==> src/rtl/dmem_port_arbiter_if.sv <==
// Requester-side bus for the data-BRAM port B arbiter.
// One instance per master (core, debug).
interface dmem_port_arbiter_if;
  logic        req;
  logic        wen;
  logic [3:0]  be;
  logic [31:0] addr;
  logic [31:0] wdata;
  logic        gnt;
  logic        rvalid;
  logic [31:0] rdata;

  modport master (
    output req, wen, be, addr, wdata,
    input  gnt, rvalid, rdata
  );

  modport slave (
    input  req, wen, be, addr, wdata,
    output gnt, rvalid, rdata
  );
endinterface

==> src/rtl/dmem_port_arbiter.sv <==
// Shares data-BRAM port B between core load/store and debug master.
// Define DMEM_ARB_FIXED_PRIO_EN for fixed core priority instead of round robin.
module dmem_port_arbiter #(
  parameter int ADDR_W = 12,
  parameter int RD_LAT = 1
) (
  input  logic               clk,
  input  logic               rst,
  dmem_port_arbiter_if.slave c,
  dmem_port_arbiter_if.slave d,
  output logic               enb,
  output logic [3:0]         web,
  output logic [ADDR_W-1:0]  addrb,
  output logic [31:0]        dib,
  input  logic [31:0]        dob
);

  typedef enum logic [1:0] {
    IDLE,
    ISSUE,
    WAIT,
    RESP
  } state_t;

  localparam logic [1:0] CNT_LAST = 2'(RD_LAT - 1);

  state_t      state, state_n;
  logic        win, win_n;
  logic        wen_q;
  logic [1:0]  cnt;
  logic [31:0] c_rdata_q, d_rdata_q;
  logic        load, cap;

  logic        s_wen;
  logic [3:0]  s_be;
  logic [31:0] s_addr, s_wdata;
  logic        unused_addr;

`ifdef DMEM_ARB_FIXED_PRIO_EN
  always_comb win_n = ~c.req;
`else
  // last = 1 means debug was granted last, so core is favoured
  logic last;

  always_comb begin
    win_n = d.req;
    if (c.req && d.req) win_n = ~last;
  end

  always_ff @(posedge clk or posedge rst) begin
    if (rst)       last <= 1'b1;
    else if (load) last <= win_n;
  end
`endif

  assign s_wen   = win_n ? d.wen   : c.wen;
  assign s_be    = win_n ? d.be    : c.be;
  assign s_addr  = win_n ? d.addr  : c.addr;
  assign s_wdata = win_n ? d.wdata : c.wdata;

  assign unused_addr = ^{s_addr[31:ADDR_W+2], s_addr[1:0]};

  always_comb begin
    state_n = state;
    load    = 1'b0;
    cap     = 1'b0;
    unique case (state)
      IDLE: begin
        if (c.req || d.req) begin
          load    = 1'b1;
          state_n = ISSUE;
        end
      end
      ISSUE: state_n = wen_q ? IDLE : WAIT;
      WAIT: begin
        if (cnt == CNT_LAST) begin
          cap     = 1'b1;
          state_n = RESP;
        end
      end
      RESP:    state_n = IDLE;
      default: state_n = IDLE;
    endcase
  end

  always_ff @(posedge clk or posedge rst) begin
    if (rst) begin
      state <= IDLE;
      win   <= 1'b0;
      wen_q <= 1'b0;
      cnt   <= 2'd0;
    end else begin
      state <= state_n;
      if (load) begin
        win   <= win_n;
        wen_q <= s_wen;
      end
      if (state == WAIT) cnt <= cnt + 2'd1;
      else               cnt <= 2'd0;
    end
  end

  // strobes live exactly one cycle: the ISSUE cycle
  always_ff @(posedge clk or posedge rst) begin
    if (rst) begin
      enb   <= 1'b0;
      web   <= 4'b0;
      addrb <= '0;
      dib   <= 32'b0;
    end else begin
      enb   <= load;
      web   <= (load && s_wen) ? s_be : 4'b0;
      addrb <= load ? s_addr[ADDR_W+1:2] : '0;
      dib   <= load ? s_wdata : 32'b0;
    end
  end

  always_ff @(posedge clk or posedge rst) begin
    if (rst) begin
      c_rdata_q <= 32'b0;
      d_rdata_q <= 32'b0;
    end else if (cap) begin
      if (win) d_rdata_q <= dob;
      else     c_rdata_q <= dob;
    end
  end

  assign c.gnt    = (state == ISSUE) && !win;
  assign d.gnt    = (state == ISSUE) &&  win;
  assign c.rvalid = (state == RESP)  && !win;
  assign d.rvalid = (state == RESP)  &&  win;
  assign c.rdata  = c_rdata_q;
  assign d.rdata  = d_rdata_q;

endmodule

==> src/flat_wrapper.sv <==
// flat-port wrapper written by rule: the top's interface ports become plain ports
module dmem_port_arbiter_flat 
#(
  parameter int ADDR_W = 12,
  parameter int RD_LAT = 1
)
  (clk, rst, enb, web, addrb, dib, dob, c_req, c_wen, c_be, c_addr, c_wdata, c_gnt, c_rvalid, c_rdata, d_req, d_wen, d_be, d_addr, d_wdata, d_gnt, d_rvalid, d_rdata);
  dmem_port_arbiter_if c_i ();
  dmem_port_arbiter_if d_i ();
  input  logic clk;
  input  logic rst;
  output logic enb;
  output logic [3:0] web;
  output logic [ADDR_W-1:0] addrb;
  output logic [31:0] dib;
  input  logic [31:0] dob;
  input wire logic [$bits(c_i.req)-1:0] c_req;
  input wire logic [$bits(c_i.wen)-1:0] c_wen;
  input wire logic [$bits(c_i.be)-1:0] c_be;
  input wire logic [$bits(c_i.addr)-1:0] c_addr;
  input wire logic [$bits(c_i.wdata)-1:0] c_wdata;
  output wire logic [$bits(c_i.gnt)-1:0] c_gnt;
  output wire logic [$bits(c_i.rvalid)-1:0] c_rvalid;
  output wire logic [$bits(c_i.rdata)-1:0] c_rdata;
  input wire logic [$bits(d_i.req)-1:0] d_req;
  input wire logic [$bits(d_i.wen)-1:0] d_wen;
  input wire logic [$bits(d_i.be)-1:0] d_be;
  input wire logic [$bits(d_i.addr)-1:0] d_addr;
  input wire logic [$bits(d_i.wdata)-1:0] d_wdata;
  output wire logic [$bits(d_i.gnt)-1:0] d_gnt;
  output wire logic [$bits(d_i.rvalid)-1:0] d_rvalid;
  output wire logic [$bits(d_i.rdata)-1:0] d_rdata;
  assign c_i.req = c_req;
  assign c_i.wen = c_wen;
  assign c_i.be = c_be;
  assign c_i.addr = c_addr;
  assign c_i.wdata = c_wdata;
  assign c_gnt = c_i.gnt;
  assign c_rvalid = c_i.rvalid;
  assign c_rdata = c_i.rdata;
  assign d_i.req = d_req;
  assign d_i.wen = d_wen;
  assign d_i.be = d_be;
  assign d_i.addr = d_addr;
  assign d_i.wdata = d_wdata;
  assign d_gnt = d_i.gnt;
  assign d_rvalid = d_i.rvalid;
  assign d_rdata = d_i.rdata;
  dmem_port_arbiter #(.ADDR_W(ADDR_W), .RD_LAT(RD_LAT)) u_core (.clk(clk), .rst(rst), .c(c_i), .d(d_i), .enb(enb), .web(web), .addrb(addrb), .dib(dib), .dob(dob));
endmodule
==> config.mk <==
export PLATFORM = sky130hd
export DESIGN_NAME = dmem_port_arbiter_flat
export DESIGN_NICKNAME = d
export VERILOG_FILES = /design/src/rtl/dmem_port_arbiter_if.sv /design/src/rtl/dmem_port_arbiter.sv /design/src/flat_wrapper.sv
export SDC_FILE = /design/constraint.sdc
export NUM_CORES = 1
export LEC_CHECK = 0
export BUFFER_PORTS_ARGS = -buffer_cell sky130_fd_sc_hd__buf_2
export CAP_MARGIN = 20
export CORE_MARGIN = 8
export CORE_UTILIZATION = 46
export DETAILED_ROUTE_END_ITERATION = 7
export GPL_TIMING_DRIVEN = 0
export PLACE_DENSITY = 0.85
export SYNTH_ARGS = -nofsm -noshare
export SYNTH_HDL_FRONTEND = slang
export SYNTH_SLANG_ARGS = --single-unit
==> constraint.sdc <==
create_clock -name clk -period 6.35 [get_ports clk]
set_input_delay 0 -clock clk [delete_from_list [all_inputs] [get_ports clk]]
set_output_delay 0 -clock clk [all_outputs]
set_load 0.01 [all_outputs]
### After elaboration in Yosys (flattened, before gate mapping)

Cells that the tools add are included.

* input port bits: 174
* word-level logic and storage cells: 49
* flip-flop bits (word level): 120
* output and inout port bits: 117

* muxes and demuxes: 17
* $add $sub $neg: 1
* eq/ne operators: 5
* bitwise logic cells: 2
* reduce and logical (&&, ||, !) cells: 13

Operator list (number)
* two-way mux 32 bit: 2
* two-way mux 14 bit: 1
* two-way mux 12 bit: 1
* two-way mux 2 bit: 4
* two-way mux 4 bit: 2
* one-hot mux 2 bit (4 select lines): 1
* logical AND 1 bit: 6
* two-way mux 1 bit: 6
* AND reduction 2 bit: 3
* == test 2 bit, second input constant: 2
* zero test 2 bit: 2
* inequality test 2 x 1 -> 1 bit, second input constant: 2
* adder 2 x 1 -> 2 bit, second input constant: 1
* == test 2 x 1 -> 1 bit, second input constant: 1
* NOT 1 bit: 2
* zero test 1 bit: 1
* logical OR 1 bit: 1

### Depth between registers and ports, before layout

Gate-level depths: netlist of the first run.

* word-level depth: 5
* gate-level depth with buffers: 7
* mapped depth without buffers: 5

### Least setup slack after synthesis of the first run

OpenSTA, ideal clock, no wires.

* path kind: register to register
* start: register u_core.cnt[0]
* end: register u_core.d_rdata_q[0], in the netlist u_core.d.rdata[0]
* setup slack: 4811 ps
* period minus slack after synthesis: 1539 ps
* data required time: 6225 ps
* arrival time: 1414 ps
* path buffers: 2
* cell stages (with the launch flop): 8
* cell sequence: dfrtp_1 > inv_1 > ha_1 > nand3b_1 > or2_1 > buf_6 > buf_12 > mux2_4

* longest elaborated chain between the ends: 4

Ends and longest elaborated chain
* start: declaration: line dmem_port_arbiter.sv:30 `logic [1:0] cnt;`
* start signal: assignment: line dmem_port_arbiter.sv:98 `if (state == WAIT) cnt <= cnt + 2'd1;`
* zero test 2 bit: line dmem_port_arbiter.sv:76 `if (cnt == CNT_LAST) begin`
* two-way mux 1 bit: line dmem_port_arbiter.sv:76
* two-way mux 1 bit: line dmem_port_arbiter.sv:67 `unique case (state)`
* AND reduction 2 bit (no source line)
* end signal: assignment: line dmem_port_arbiter.sv:123 `if (win) d_rdata_q <= dob;`
* end: declaration: line dmem_port_arbiter.sv:31 `logic [31:0] c_rdata_q, d_rdata_q;`

No other way between the ends.
A chain may end at the register's enable or synchronous reset.

### Worst setup path in the final report of the first run

* start: register u_core.last
* end: register u_core.web[2]

* longest elaborated chain between the ends: 5

Ends and longest elaborated chain
* start: declaration: line dmem_port_arbiter.sv:43 `logic last;`
* start signal: assignment: line dmem_port_arbiter.sv:52 `else if (load) last <= win_n;`
* NOT 1 bit (*): line dmem_port_arbiter.sv:47 `if (c.req && d.req) win_n = ~last;`
* two-way mux 1 bit (*): line dmem_port_arbiter.sv:47
* two-way mux 1 bit: line dmem_port_arbiter.sv:56 `assign s_wen = win_n ? d.wen : c.wen;`
* logical AND 1 bit: line dmem_port_arbiter.sv:112 `web <= (load && s_wen) ? s_be : 4'b0;`
* two-way mux 4 bit (*): line dmem_port_arbiter.sv:112
* end signal: assignment: line dmem_port_arbiter.sv:112
* end: declaration: line dmem_port_arbiter.sv:12 `output logic [3:0] web,`

Mark *: on every way between the ends. The rest lies on a longest branch, timed or not.

==> summary by stage, run 1 <==
Outcome
The flow ran to the end, and the final reports show no timing, DRC or antenna violations.

Pwr
Internal power comes to roughly 2.4 mW. The proportion of power drawn by combinational gates is approximately 40%. Summed over all cells, the static leakage comes to 4.347 nW. Of the total power, the share spent switching nets is 34.22%. Summed over all nets, the switching power comes to between 1 and 1.5 mW. Sequential cells account for about a third of the total power. In this run the power density over the cells is 444.0 mW/mm^2. Of the total power, the clock network draws between 20% and 30%.

The total chip power is ~3.6 mW. IR analysis of the VDD net gives a maximum drop of 0.0002130 V.

Yosys
The async set or reset register ratio after synthesis is between 90% and 100%. The register bit total from synthesis is 120. The count of warnings emitted by yosys is 0. The synthesized area is 0.004777 mm^2. The most common cell in the synthesized netlist is dfrtp_1. The cell type with the largest total area after synthesis is dfrtp_1. The average instance in the mapped netlist occupies 12.54 um^2. Counting every net in the synthesized netlist gives 556. The number of synthesized flops with an enable pin is 0. Ranked by instance count, the synthesized netlist is headed by 119 x dfrtp_1, 91 x nand2_1, 49 x a21oi_1. The most used flip-flop cell after synthesis is dfrtp_1. Sorting the synthesized cells by area gives the leading types as dfrtp_1 62%, mux2_4 9.4%, mux2_2 8.5%. Of the post-synthesis cell area, the dominant cell type holds 62.34%. Sequential cells were found to cover 62.89% of the synthesized design area.

The number of distinct library cells after synthesis is 24. The gate count after technology mapping is between 300 and 400.

Worst setup path
The critical path goes through a21bo_2 > buf_2 > nand3_1 > dlygate4sd3_1 > a21oi_1 > dlygate4sd3_1. The stage delay of the slowest cell on the critical path is 0.59 ns. The kind of capture point of the worst setup path is a flop. The slowest stage cell on the critical path is dlygate4sd3_1.

The cell with the most instances on the worst path is dlygate4sd3_1. The critical path contains buffers and inverters numbering 3 combined. The category of the worst setup path launch point is a flop.

The class of the most critical setup path is reg -> reg. STA puts the critical path data arrival time at 3.04 ns. Along the worst path, the maximum fanout reaches 10.

The endpoint required time on the critical path is 6.80 ns. Among cell families on the critical path, the largest total delay comes from buffers and inverters.

Timing
The final-layout worst hold slack is between 0.15 and 0.2 ns. Between clock sinks in the finished design, the worst skew comes to around 0.014 ns. The final critical-path required period is 2.593 ns. For the pin with the worst max-slew slack, the measured transition is between 0.7 and 0.8 ns. The max-slew headroom at the worst pin is ~51%. The worst path meets setup with about 3.8 ns of slack. Setup repair after global routing left no endpoint under its margin. The number of max-slew violations in the final report is 0. The number of hold violations in the final report is 0. Setup violations remaining at the end of the flow were counted as 0.

Adding up every negative setup slack in the final design gives 0 ns. Dividing the final minimum period by the clock period gives 40.84%. The timing-limited maximum frequency is 385.6 MHz.

Die
The floorplan step set the die height to 117.9 um. The die is 117.9 um wide. The initial utilization of the core area, before any placement, comes to 46.90%. The I/O pin count is 291. The floorplan has 37 rows. The core area is 0.01018 mm^2.

The area enclosed by the die boundary is 0.01390 mm^2.

Drt
Summed over all layers, the routed wires come to 19.82 mm. In the final routed layout, each cell accounts on average for 21.11 um. The first-iteration detailed-routing DRC count is 338. The routed length on met1 is ~6.8 mm. The routed wire length on met3 is between 1.5 and 2 mm. The routed design uses 10.02 mm of met2 wire. The final routed DRC violation total is 0. The number of routed nets with antenna violations is 0. The via count is 4908. The top routing layer in use is met4. Using the TritonRoute via totals, the vias-per-cell ratio works out to 5.227. The first detailed-routing pass took 5 iterations.

Clock network
The deepest clock path buffer count is 2. The root buffer cell is clkbuf_8. The clock insertion delay at the later pin of the skew report is 0.53 ns. The H-tree was split into 4 levels. The CTS tree is built. The number of clock buffers added by TritonCTS is 17. The number of cells upsized or downsized after cts is 0. The clock edge transition at the registers on the reported setup and hold paths is 0.06 ns. The tree built by TritonCTS fans out to 120 sinks.

Final layout
From synthesis to final layout, the design area changed by 71.45%. At the end of the flow the core is filled with cells to between 80 and 90%. Cells with a size suffix above 1 make up between 40% and 50% of the layout. The number of nets in the layout is a little under 1000.

Global route
The via count of the first global-routing pass is 5701. The first global-routing pass estimated 31.33 mm of wire. Entering global routing, the biggest net connects 63 pins. The initial antenna violation count is 1. The global route total overflow is 0.

In the global route stage, overall resource usage came out at 28.72%.

Placement
The final weighted congestion in routability-driven placement is ~0.77. Detailed placement ended at an HPWL of approximately 11 mm. During placement, the flow inserted port buffers numbering 250. OpenSTA, run right after detailed placement, puts the worst setup slack at 4.523 ns.

Worst hold path
The tightest min-delay check is of the in -> async type.

Flow run
Across the run, the number of max-cap violations was 0.
==> cell usage in the layout (no fill, tap or decap), types with 16 or more instances in the layout <==
cell type,Yosys,routed
buf_2,7,257
nand2_1,91,91
mux2_4,30,30
dlygate4sd3_1,0,138
clkbuf_16,0,16
mux2_2,36,36
dfrtp_1,119,119
a21oi_1,49,49
==> per-stage QoR <==
step / std cells / cell area, um^2
finish: 939 / 8190
global route: 939 / 8190
CTS: 938 / 8188
detailed placement: 768 / 6228
global placement: 767 / 6198
floorplan: 381 / 4777
==> sequential cells by signal (all words and copies together), names as in the netlist, 2 cells and up, named ones only <==
register        count
u_core.c.rdata     32
u_core.d.rdata     32
u_core.dib         32
u_core.addrb       12
u_core.web          4
u_core.cnt          2
==> power by group through the flow <==
stage / logic [mW] / clock network [mW] / registers [mW]
after floorplan: 0.570 / 0 / 1.37
after global placement: 1.20 / 0 / 1.21
final: 1.44 / 0.941 / 1.26
after global routing: 1.53 / 0.984 / 1.28
after detailed placement: 1.23 / 0 / 1.24
after CTS: 1.40 / 0.943 / 1.24
==> per-layer routing <==
layer	track usage (%)	vias to the layer above
met4	17.45	0
li1	-	2090
met5	0	-
met2	50.27	353
met1	28.13	2380
met3	11.22	85
==> logic make-up (layout without fill, tap and decap cells) <==
group / after synthesis / count (layout) / share of synthesized area [%]
flops: 120 / 120 / 62.89
compound gates: 55 / 55 / 5.946
simple gates: 111 / 111 / 9.194
buf+inv: 28 / 449 / 3.798
other cells: 0 / 1 / 0
mux: 66 / 66 / 17.92
fa+ha+maj: 1 / 1 / 0.2619
==> layout make-up <==
type / count / area (um^2)
buffer: 22 / 158.9
clock buffer: 18 / 427.9
antenna: 1 / 2.502
timing repair buffer: 389 / 2660
fill: 516 / 1994
inverter: 6 / 25.02
clock inverter: 14 / 150.1
tap: 136 / 170.2
sequential: 120 / 3004
multi-input combinational: 233 / 1592
==> what timing repair did <==
action | CTS | global route
endpoints found under the hold margin | 173 | 0
setup buffers | 0 | 0
hold buffers | 138 | 0
==> final timing paths <==
| path | start | endpoint | slack, ns | cells after the start |
|---|---|---|---|---|
| max | u_core.last$_DFFE_PP1P_ | u_core.web[2]$_DFF_PP0_ | 3.76 | 6 |
| min | rst | u_core.addrb[2]$_DFF_PP0_ | 0.16 | 3 |
| max reg2reg | u_core.last$_DFFE_PP1P_ | u_core.web[2]$_DFF_PP0_ | 3.76 | 6 |
| min reg2reg | u_core.cnt[0]$_DFF_PP0_ | u_core.cnt[0]$_DFF_PP0_ | 0.43 | 1 |
| max in group asynchronous | rst | u_core.c.rdata[26]$_DFFE_PP0P_ | 5.46 | 4 |
| min in group clk | dob[27] | u_core.d.rdata[27]$_DFFE_PP0P_ | 0.26 | 3 |
==> tightest hold or removal path: cells and delay by family <==
family	cells	cell delay (ns)
buffers and inverters	3	1.20
Power figures use the tool's default switching activity.
==> run 2: changes to the inputs <==
CORE_UTILIZATION = 43   (was 46)
PLACE_DENSITY = 0.8   (was 0.85)
clock period = 2.5 ns   (was 6.35 ns; I/O delays follow)
==> run 2 against run 1 <==
  * Critical path depth did not move
  * Core utilization fell by 3.5 points
  * Die area rose by 6.0%
  * Sequential share of layout area fell by 0.63 points
  * Clock-buffer cell count rose by 3
  * Register-to-register slack got worse by 3.6 ns
  * Via count fell by 1.5%
  * Final cell count rose by 0.64%
  * First-iteration DRC count fell by 0.30%
  * Fmax rose by 8.4%
==> summary by stage, run 2 (synthesized netlist as in run 1, its figures left out) <==
Global route
The global route total overflow is 0 (unchanged). The via count of the first global-routing pass is 5292 (was 5701). The global-route wire length before repair came to 29.49 mm (was 31.33 mm). The initial antenna violation count is 0 (was 1).

The global routing usage summed across all routing layers is 26.23% (was 28.72%). The largest net degree at the start of global routing is 40 (was 63).

Pwr
The total chip power came to 9.514 mW (was 3.636 mW). The leakage power is 4.416 nW (was 4.347 nW). The power density over the cells is 1142 mW/mm^2 (was 444.0 mW/mm^2). The largest vdd supply drop is 0.0006841 V (was 0.0002130 V).

Timing
The final-layout worst hold slack is 0.03403 ns (was 0.1614 ns). The ratio of final minimum period to clock period is 95.72% (was 40.84%). The final critical-path required period is 2.393 ns (was 2.593 ns). The final setup violation count is 0 (unchanged). The clock skew after layout is 0.008851 ns (was 0.01385 ns). The number of max-slew violations in the final report was 0 (unchanged). RSZ-0062 raised after global routing: false (unchanged). The max-slew headroom at the worst pin was 65.03% (was 50.53%).

The slew at the pin closest to its max-slew limit was 0.5246 ns (was 0.7420 ns). The number of hold violations in the final report is 0 (unchanged). The timing-limited maximum frequency is 417.9 MHz (was 385.6 MHz). The total negative slack is 0 ns (unchanged). The least setup slack across all paths after layout is 0.1070 ns (was 3.757 ns).

Final layout
The final core area utilization is 76.88% (was 80.42%). The number of nets in the layout is 966 (was 964). Top library cells by usage in the layout, fill and taps aside: 256 x buf_2, 138 x dlygate4sd3_1, 119 x dfrtp_1 (was 257 x buf_2, 138 x dlygate4sd3_1, 119 x dfrtp_1). The count of non-filler cells in the finished layout was 945 (was 939).

The area growth from synthesis to layout is 74.46% (was 71.45%). The most common cell after layout, fill and taps aside is buf_2 (unchanged). The final design instance area without fill was 0.008334 mm^2 (was 0.008190 mm^2).

The share of final-layout standard cells stronger than drive strength 1 came to 45.77% (was 45.64%).

Die
The I/O pin count came to 291 (unchanged). The core area came to 0.01084 mm^2 (was 0.01018 mm^2). The number of rows created at floorplan is 38 (was 37).

The width of the die is 121.4 um (was 117.9 um). The die span in y is 121.4 um (was 117.9 um). The initial standard-cell utilization of the core is 44.07% (was 46.90%). The area enclosed by the die boundary was 0.01474 mm^2 (was 0.01390 mm^2).

Drt
The final routed DRC violation total is 0 (unchanged). The wire length per cell came to 20.26 um (was 21.11 um). The first-iteration detailed-routing DRC count is 337 (was 338). The final routed wirelength across all metal layers is 19.14 mm (was 19.82 mm). The number of routed nets with antenna violations came to 0 (unchanged).

The count of TritonRoute iterations in the first routing pass came to 7 (was 5). The average vias per placed instance is 5.117 (was 5.227). The via count came to 4836 (was 4908).

Worst setup path
The endpoint required time on the critical path was 2.95 ns (was 6.80 ns). The class of the most critical setup path is reg -> reg (unchanged). The data arrival time at the worst-slack endpoint was 2.84 ns (was 3.04 ns). The cell with the most instances on the worst path is dlygate4sd3_1 (unchanged). Critical path cell sequence: a21boi_2 > clkbuf_4 > nand3_1 > dlygate4sd3_1 > a21oi_1 > dlygate4sd3_1 (was a21bo_2 > buf_2 > nand3_1 > dlygate4sd3_1 > a21oi_1 > dlygate4sd3_1). The slowest stage cell on the critical path is dlygate4sd3_1 (unchanged). The category of the worst setup path launch point is a flop (unchanged).

The largest fanout on the critical path is 10 (unchanged). The stage delay of the slowest cell on the critical path is 0.58 ns (was 0.59 ns). The kind of capture point of the worst setup path is a flop (unchanged).

Clock network
The clock insertion delay at the later pin of the skew report is 0.51 ns (was 0.53 ns). The CTS tree is built (unchanged). The clock net sink count is 120 (unchanged). The deepest clock path buffer count is 2 (unchanged). The number of H-tree levels came to 4 (unchanged). The root buffer cell is clkbuf_8 (unchanged). The number of buffers added by the clock tree synthesis step was 17 (unchanged).

The clock edge transition at the registers on the reported setup and hold paths came to 0.06 ns (about the same).

Outcome
Run status: finished, final reports clean (unchanged).

Flow run
The max-cap violation count came to 0 (unchanged).

Placement
The placed instance count came to 774 (was 768). The final HPWL from detailed placement is 11.33 mm (was 11.39 mm). The post-placement worst setup slack came to 0.6624 ns (was 4.523 ns). The final weighted congestion in routability-driven placement was 0.8085 (was 0.7695). The number of buffers added on ports is 250 (unchanged). The placed instance area is 0.006267 mm^2 (was 0.006228 mm^2).

Worst hold path
The class of the tightest hold or removal check is in -> async (unchanged).
-- run 2: cell type report --
cell class,instances,area [um^2]
tap,140,175.2
timing repair buffer,391,2693
sequential,120,3004
antenna,1,2.502
clock buffer,21,459.2
multi-input combinational,233,1595
fill,614,2506
inverter,6,26.28
buffer,22,161.4
clock inverter,11,217.7
-- run 2: what timing repair did --
item | 4_1_cts | 5_1_grt
setup buffers | 0 | 0
hold buffers | 138 | 0
gates resized for setup | 0 | 2
endpoints found under the hold margin | 204 | 0
setup endpoints to repair | 0 | 4
-- run 2: final timing paths --
path	startpoint	endpoint	slack [ns]	cells past startpoint
max reg2reg	u_core.last$_DFFE_PP1P_	u_core.web[0]$_DFF_PP0_	0.11	6
min	rst	u_core.addrb[10]$_DFF_PP0_	0.03	3
min reg2reg	u_core.cnt[0]$_DFF_PP0_	u_core.cnt[0]$_DFF_PP0_	0.42	1
max in group asynchronous	rst	u_core.d.rdata[23]$_DFFE_PP0P_	1.72	5
min in group clk	dob[8]	u_core.c.rdata[8]$_DFFE_PP0P_	0.28	3
max	u_core.last$_DFFE_PP1P_	u_core.web[0]$_DFF_PP0_	0.11	6
-- run 2: routing by layer --
layer	part of all wire [%]	track usage [%]
met3	11	9.725
met4	4.3	15.19
met1	35	27.90
met5	0	0
met2	50	43.97
-- run 2: critical path: cells and delay by family (launching register included) --
kind | cells | cell delay (ns)
AND/OR/NAND/NOR | 1 | 0.10
AO/OA/AOI/OAI | 2 | 0.42
buffers and inverters | 3 | 1.42
flip-flops | 1 | 0.39
-- run 2: power breakdown --
part / leakage [nW] / internal (mW) / total (mW) / switching, mW
clock: 0.324 / 1.90 / 2.76 / 0.856
sequential: 1.50 / 2.74 / 3.15 / 0.410
combinational: 2.59 / 1.89 / 3.60 / 1.72
